$ cat config.mk
export PLATFORM = sky130hd
export DESIGN_NAME = bht_resolve_updater
export DESIGN_NICKNAME = d
export VERILOG_FILES = /design/src/rtl/bht_resolve_updater.sv
export SDC_FILE = /design/constraint.sdc
export NUM_CORES = 1
export LEC_CHECK = 0
export BUFFER_PORTS_ARGS = -buffer_cell sky130_fd_sc_hd__clkbuf_2
export CORE_MARGIN = 2
export CORE_UTILIZATION = 45
export CTS_CLUSTER_DIAMETER = 50
export DETAILED_ROUTE_END_ITERATION = 7
export GPL_ROUTABILITY_DRIVEN = 0
export PLACE_DENSITY_LB_ADDON = 0.05
export SLEW_MARGIN = 0
export SYNTH_ARGS = -nofsm -noshare
export SYNTH_HDL_FRONTEND = slang
export SYNTH_SLANG_ARGS = --single-unit
$ cat constraint.sdc
create_clock -name clk_i -period 10.8 [get_ports clk_i]
set_clock_uncertainty 0.15 [all_clocks]
set_input_delay 2.16 -clock clk_i [delete_from_list [all_inputs] [get_ports clk_i]]
set_output_delay 2.16 -clock clk_i [all_outputs]
set_load 0.05 [all_outputs]
$ cat src/rtl/bht_resolve_updater.sv
// bht_resolve_updater: 2-bit saturating-counter BHT trained by resolved branches, with flush-driven clear sequencer.
// Optional same-cycle update-to-lookup forwarding when BHT_UPDATE_BYPASS_EN is defined.
module bht_resolve_updater #(
  parameter int unsigned NR_ENTRIES = 64,
  parameter int unsigned VLEN       = 64
) (
  input  logic            clk_i,
  input  logic            rst_i,
  input  logic            flush_bp_i,
  input  logic            debug_mode_i,
  input  logic            lookup_valid_i,
  input  logic [VLEN-1:0] lookup_pc_i,
  output logic            pred_valid_o,
  output logic            pred_taken_o,
  input  logic            resolve_valid_i,
  input  logic [VLEN-1:0] resolve_pc_i,
  input  logic            resolve_is_branch_i,
  input  logic            resolve_taken_i,
  input  logic            resolve_mispredict_i,
  output logic            ready_o
);
  localparam int unsigned IDX_W = $clog2(NR_ENTRIES);
  typedef enum logic {IDLE, CLEAR} state_e;
  state_e           state_q, state_d;
  logic [IDX_W-1:0] clr_idx_q, clr_idx_d;
  logic             valid_q [NR_ENTRIES];
  logic [1:0]       ctr_q [NR_ENTRIES];
  logic [IDX_W-1:0] ridx, lidx;
  logic             upd, hit, pv_d, pt_d, pred_valid_q, pred_taken_q;
  logic [1:0]       cur_ctr, new_ctr;
  logic             unused_bits;
  assign unused_bits = ^{lookup_pc_i[VLEN-1:IDX_W+1], lookup_pc_i[0],
                         resolve_pc_i[VLEN-1:IDX_W+1], resolve_pc_i[0], resolve_mispredict_i};
  assign ridx    = resolve_pc_i[IDX_W:1];
  assign lidx    = lookup_pc_i[IDX_W:1];
  assign ready_o = (state_q == IDLE);
  // a flush in the same cycle wins over the update
  assign upd     = resolve_valid_i && resolve_is_branch_i && !debug_mode_i && ready_o && !flush_bp_i;
  assign hit     = lookup_valid_i && ready_o;
  assign cur_ctr = ctr_q[ridx];
  assign new_ctr = !valid_q[ridx] ? {resolve_taken_i, !resolve_taken_i} :
                   resolve_taken_i ? ((cur_ctr == 2'b11) ? 2'b11 : cur_ctr + 2'b01) :
                                     ((cur_ctr == 2'b00) ? 2'b00 : cur_ctr - 2'b01);
  always_comb begin
    state_d   = state_q;
    clr_idx_d = clr_idx_q;
    if (flush_bp_i) begin
      state_d   = CLEAR;
      clr_idx_d = '0;
    end else if (state_q == CLEAR) begin
      clr_idx_d = clr_idx_q + 1'b1;
      state_d   = (&clr_idx_q) ? IDLE : CLEAR;
    end
  end
`ifdef BHT_UPDATE_BYPASS_EN
  logic fwd;
  assign fwd  = upd && (lidx == ridx);
  assign pv_d = hit && (fwd || valid_q[lidx]);
  assign pt_d = hit && (fwd ? new_ctr[1] : valid_q[lidx] && ctr_q[lidx][1]);
`else
  assign pv_d = hit && valid_q[lidx];
  assign pt_d = pv_d && ctr_q[lidx][1];
`endif
  always_ff @(posedge clk_i or posedge rst_i) begin
    if (rst_i) begin
      state_q      <= IDLE;
      clr_idx_q    <= '0;
      pred_valid_q <= 1'b0;
      pred_taken_q <= 1'b0;
    end else begin
      state_q      <= state_d;
      clr_idx_q    <= clr_idx_d;
      pred_valid_q <= pv_d;
      pred_taken_q <= pt_d;
    end
  end
  always_ff @(posedge clk_i or posedge rst_i) begin
    if (rst_i) begin
      for (int i = 0; i < NR_ENTRIES; i++) begin
        valid_q[i] <= 1'b0;
        ctr_q[i]   <= 2'b01;
      end
    end else if (state_q == CLEAR) begin
      valid_q[clr_idx_q] <= 1'b0;
      ctr_q[clr_idx_q]   <= 2'b01;
    end else if (upd) begin
      valid_q[ridx] <= 1'b1;
      ctr_q[ridx]   <= new_ctr;
    end
  end
  assign pred_valid_o = pred_valid_q;
  assign pred_taken_o = pred_taken_q;
endmodule

==> Word-level counts from Yosys, hierarchy flattened <==
Index checks and enable logic that the tools add are counted.
{ "totals": {"ff_bits": 201, "inputBits": 137, "output_inout_bits": 3, "wordCells": 201} }
{ "classes": {"add_sub_neg": 3, "magnitude_cmp": 5, "n_eq_ne": 1, "muxes": 34, "bitwise_logic": 10, "n_reduce_logical": 16} }
{ "op_table": {"columns": ["op", "n"], "rows": [
  ["$mux W128", 2],
  ["$and A64 B64 Y64", 2],
  ["$bwmux W128", 1],
  ["$mux W64", 2],
  ["$not A64 Y64", 2],
  ["$or A64 B64 Y64", 2],
  ["$bmux W2 S6", 2],
  ["$demux W2 S6", 2],
  ["$ge A7 B7 Y1 const B", 3],
  ["$not A6 Y7", 3],
  ["$mux W2", 10],
  ["$lt A7 B1 Y1 const B", 2],
  ["$bmux W1 S6", 2],
  ["$demux W1 S6", 2],
  ["$mux W6", 2],
  ["$logic_and A1 B1 Y1", 9],
  ["$mux W1", 9],
  ["$add A6 B1 Y6 const B", 1],
  ["$reduce_and A6 Y1", 1],
  ["$reduce_bool A2 Y1", 2],
  ["$logic_not A1 Y1", 3],
  ["$add A2 B1 Y2 const B", 1],
  ["$eq A2 B2 Y1 const B", 1],
  ["$logic_not A2 Y1", 1],
  ["2 further kinds", 2]
]} }

==> Logic depth before layout (Yosys ltp) <==
{ "logic_depth": {"word_depth": 11, "ltp_mapped": 14, "mapped_depth_nobuf": 8} }

==> Worst setup path after synthesis <==
Ideal clock, no wire load.
{ "synth_timing": {"kind": "in2reg", "startpoint": "in lookup_pc_i[1]", "endpoint": "reg pred_taken_q, in the netlist pred_taken_o", "setup_ps": 119, "arrival_time_ps": 4605, "t_required_ps": 10531, "setup_slack_ps": 5926, "path_stages": 7, "n_path_buf": 3, "cell_sequence": "clkbuf_1 -> buf_2 -> buf_2 -> mux4_2 -> mux4_2 -> mux4_2 -> and2_1"} }
{ "synth_between": {"elab_chain_cells": 6, "word_cells_on_any_way": 9, "classes_between": "mux (6); bitwise (1); reduce/logical (2)"} }
{ "synth_rtl": {"columns": ["item", "line_no", "text"], "rows": [
  ["start: declaration", "12", "input logic [VLEN-1:0] lookup_pc_i,"],
  ["$not A6 Y7 (not written as such) *", "61, 62", null],
  ["$bmux W1 S6", "61", "assign pv_d = hit && valid_q[lidx];"],
  ["$mux W1 (not written as such) (2 in series)", "61", null],
  ["$logic_and A1 B1 Y1", "61", null],
  ["$logic_and A1 B1 Y1 *", "62", "assign pt_d = pv_d && ctr_q[lidx][1];"],
  ["via pt_d", "29", "logic upd, hit, pv_d, pt_d, pred_valid_q, pred_taken_q;"],
  ["end signal: assignment", "74", "pred_taken_q <= pt_d;"],
  ["end: declaration", "29", null]
]} }
The timed path passes the listed nets; every way through them passes the cells marked *. The select of a mux whose other input is x is not followed.
A chain may end at the register's enable or synchronous reset.

==> Worst setup path in the final report <==
{ "layout_timing": {"startpoint": "in resolve_pc_i[2]", "endpoint": "reg ctr_q[53] in the netlist's numbering"} }
{ "layout_between": {"elab_chain_cells": 11, "word_cells_on_any_way": 23, "classes_between": "add/sub (2); order compare (2); eq/ne (1); mux (15); bitwise (1); reduce/logical (2)"} }
{ "layout_rtl": {"columns": ["item", "line_no", "text"], "rows": [
  ["start: declaration", "16", "input logic [VLEN-1:0] resolve_pc_i,"],
  ["$not A6 Y7 (not written as such) *", "40, 41, 88", null],
  ["$bmux W2 S6", "40", "assign cur_ctr = ctr_q[ridx];"],
  ["$mux W2 (not written as such) (2 in series)", "40", null],
  ["$sub A2 B1 Y2 (tied with other cells)", "43", "((cur_ctr == 2'b00) ? 2'b00 : cur_ctr - 2'b01);"],
  ["$mux W2 (on tied branches)", "43, 42", null],
  ["$mux W2", "42", "resolve_taken_i ? ((cur_ctr == 2'b11) ? 2'b11 : cur_ctr + 2'b01) :"],
  ["$mux W2", "41", "assign new_ctr = !valid_q[ridx] ? {resolve_taken_i, !resolve_taken_i} :"],
  ["$bwmux W128 *", "88", "ctr_q[ridx] <= new_ctr;"],
  ["$mux W128 *", "86", "end else if (upd) begin"],
  ["$mux W128 *", "83", "end else if (state_q == CLEAR) begin"],
  ["end signal: indexed assignment", "88", null],
  ["end: declaration", "27", "logic [1:0] ctr_q [NR_ENTRIES];"]
]} }
Every way passes the cells marked *; elsewhere a longest branch is shown, timed or not. The select of a mux whose other input is x is not followed.

==> impl_metrics.toml <==
[status]
status = "completed"

[yosys]
synth-async-reset-ratio = 1.000
yosys_warnings = 0
synthesis.area_um2 = 11550
synth_cells = 1103
ys_ff_latch = 201
synth_edf_count = 0
synth_cell_types = 65
ys_seq_area_frac = 0.4423
synth_nets = 1241
syn_avg_cell_area_um2 = 10.47
synth_flop_cell = "dfrtp_1"

[setup_path]
crit_top_cell = "buf_4"
crit_fanout = 34
crit_chain = "clkbuf_2 > buf_4 > inv_1 > a31o_2 > a221oi_1 > nor2_1 > a2111oi_4 > nand2_1 > o22ai_4 > buf_4 > o21ai_0"
critPathTopFamily = "buffers and inverters"
worstPathRequired_ns = 11.06
setup.worst_path.end_class = "flop"
cp_slowest_cell = "o22ai_4"
critPathLaunchType = "input port"
path_class = "in2reg"
cp.arrival_ns = 6.65
slowest_delay_ns = 0.79
startpoint = "resolve_pc_i[2]"
r2r-start = "ctr_q[33]$_DFFE_PP0P_"
cp_num_buf_inv = 4

[grt]
grt_max_degree = 137
grt_pass1_vias = 9409
antenna_found_initial = 0
grt_pass1_wl_um = 63450
overflow = 0
grt_use_total = 0.3223

[detailed_routing]
vias = 9768
drc = 0
firstDrtPassIters = 5
wl_um = 42500
ant_nets = 0
avgRoutedWirePerCell_um = 29.41
viasPerCell = 6.760
drt_iter0_drc = 1190

[sta]
fmax_mhz = 156.5
slew_headroom = 0.1389
rsz0062_at_grt = "false"
slew_viol_final = 0
period_needed_ns = 6.391
hold_viol = 0
period_share = 0.5918
tns_ns = 0
setup_viol = 0
tightestPinTransition_ns = 1.287

[die]
dieArea_um2 = 26970
core_area_um2 = 25180
ioPinCount = 140
die_width_um = 164.2
row_count = 58
initial_core_util = 0.4588
fp.dieH_um = 164.2

[min_path]
hold_class = "reg2reg"
holdCritStartpoint = "valid_q[32]$_DFFE_PP0P_"

[clocking]
cts_buffers = 31
cts.clk_slew.worst_paths_ns = 0.06
clock_sinks = 201
cts_setup_buffers = 0
cts_resized = 0
htree_levels = 1
clk_latency_ns = 0.56
cts_buffer_depth = 3
cts_tree = "done"
cts_root_buffer = "clkbuf_16"
cts_hold_buffers = 0

[layout]
finish.utilization = 0.5123
drive_gt1_frac = 0.2529
area_growth_pct = 11.66
antenna_cells = 0
fin_nets = 1231

[place]
io_buffers = 22
hpwlAfterDp_um = 27150

[pwr]
p_per_area_nw_per_um2 = 158.7
ir_worst_vdd_mv = 0.1294
power.leakage_nw = 5.076
power.total_mw = 2.047

[flow_run]
maxCapViolations = 0
per-stage QoR:
step                hold WS, ns  setup slack (ns)  cells  area [µm²]
floorplan                0.3070             3.114   1103       11550
global placement         0.3400             3.962   1390       11820
detailed placement       0.3508             3.875   1390       11820
CTS                      0.3651             4.473   1445       12900
global route             0.3856             4.280   1445       12900
finish                   0.3642             4.409   1445       12900
placed cells by master, fill, tap and decap left out, types with 5 or more instances in the layout:
cell type and instances:
o221ai_1 11, inv_1 6, mux4_2 62, nor2_2 6
bufinv_16 6, nand2b_1 11, o21ai_0 53, clkbuf_1 6
o21ai_1 14, nor3_2 8, or2_2 5, nor3_1 5
o21a_1 6, o21ai_2 10, nand3_1 71, nor2b_1 5
a31oi_1 48, dfrtp_1 137, mux2_2 6, mux2i_1 26
nor2_1 52, o22ai_1 11, nand3b_1 5, a22o_1 29
nand2_1 158, clkbuf_16 31, a221oi_1 51, buf_4 38
a22oi_1 8, dfstp_2 64, nor3b_1 6, a21oi_1 65
clkbuf_2 21
cell type report:
class                      count  area, µm²
tap                          330      412.9
timing repair buffer          59      390.4
multi-input combinational    793       5868
clock buffer                  40      839.6
sequential                   201       5110
fill                        2271      12280
clock inverter                15      245.2
inverter                       7      33.78
registers in the layout, summed over array words and instances (netlist names):
| register | count |
|---|---|
| state_q | 1 |
| pred_taken_o | 1 |
| pred_valid_o | 1 |
| valid_q | 64 |
| clr_idx_q | 6 |
| ctr_q | 128 |
layer usage:
layer	global-route usage	wire length [µm]
met5	0	0
met4	0.1021	1423
met3	0.06591	3693
met2	0.4863	19020
met1	0.4666	18360
synth_stat cells (4+ instances only):
cell type	n	area [µm²]
nand2_1	158	593.1
dfrtp_1	137	3428
nand3_1	71	355.3
a21oi_1	65	325.3
dfstp_2	64	1682
mux4_2	62	1396
nor2_1	57	214.0
o21ai_0	53	265.3
a221oi_1	51	446.7
clkbuf_1	50	187.7
a31oi_1	48	300.3
a22o_1	29	254.0
mux2i_1	26	260.3
buf_6	19	214.0
buf_2	14	70.07
o21ai_1	14	70.07
nor3_1	13	65.06
buf_4	11	82.58
nand2b_1	11	68.82
o221ai_1	11	96.34
o22ai_1	11	68.82
nor3b_1	10	75.07
o21ai_2	10	87.58
a22oi_1	8	60.06
inv_1	7	26.28
mux2_2	6	67.56
o21a_1	6	45.04
nand3b_1	5	37.54
nor2b_1	5	31.28
or2_2	5	31.28
a21o_1	4	30.03
and3_1	4	25.02
buf_1	4	15.01
mux4_1	4	105.1
o2bb2ai_1	4	35.03
or3_1	4	25.02
logic make-up after synthesis:
| logic type | after synthesis | synth area share |
|---|---|---|
| xor gates and xnor gates | 4 | 0.003033 |
| buffers and inverters | 109 | 0.05610 |
| and+or+nand+nor | 356 | 0.1402 |
| DFF | 201 | 0.4423 |
| muxes | 99 | 0.1596 |
| AOI/OAI and AO/OA | 333 | 0.1977 |
| adders and majority gates | 1 | 0.001083 |
worst paths after layout:
kind | cells past startpoint | endpoint | slack [ns]
max | 11 | ctr_q[53]$_DFFE_PP0P_ | 4.41
min in group asynchronous | 2 | valid_q[35]$_DFFE_PP0P_ | 1.66
max reg2reg | 9 | ctr_q[53]$_DFFE_PP0P_ | 7.00
max in group asynchronous | 3 | ctr_q[41]$_DFFE_PP0P_ | 7.33
min reg2reg | 1 | valid_q[32]$_DFFE_PP0P_ | 0.36
min | 1 | valid_q[32]$_DFFE_PP0P_ | 0.36
where the power goes:
group	total, mW	internal, mW	switching (mW)
Clock	1.07	0.688	0.379
Combinational	0.194	0.0534	0.140
Sequential	0.787	0.777	0.00948
(Power assumes the default switching activity.)
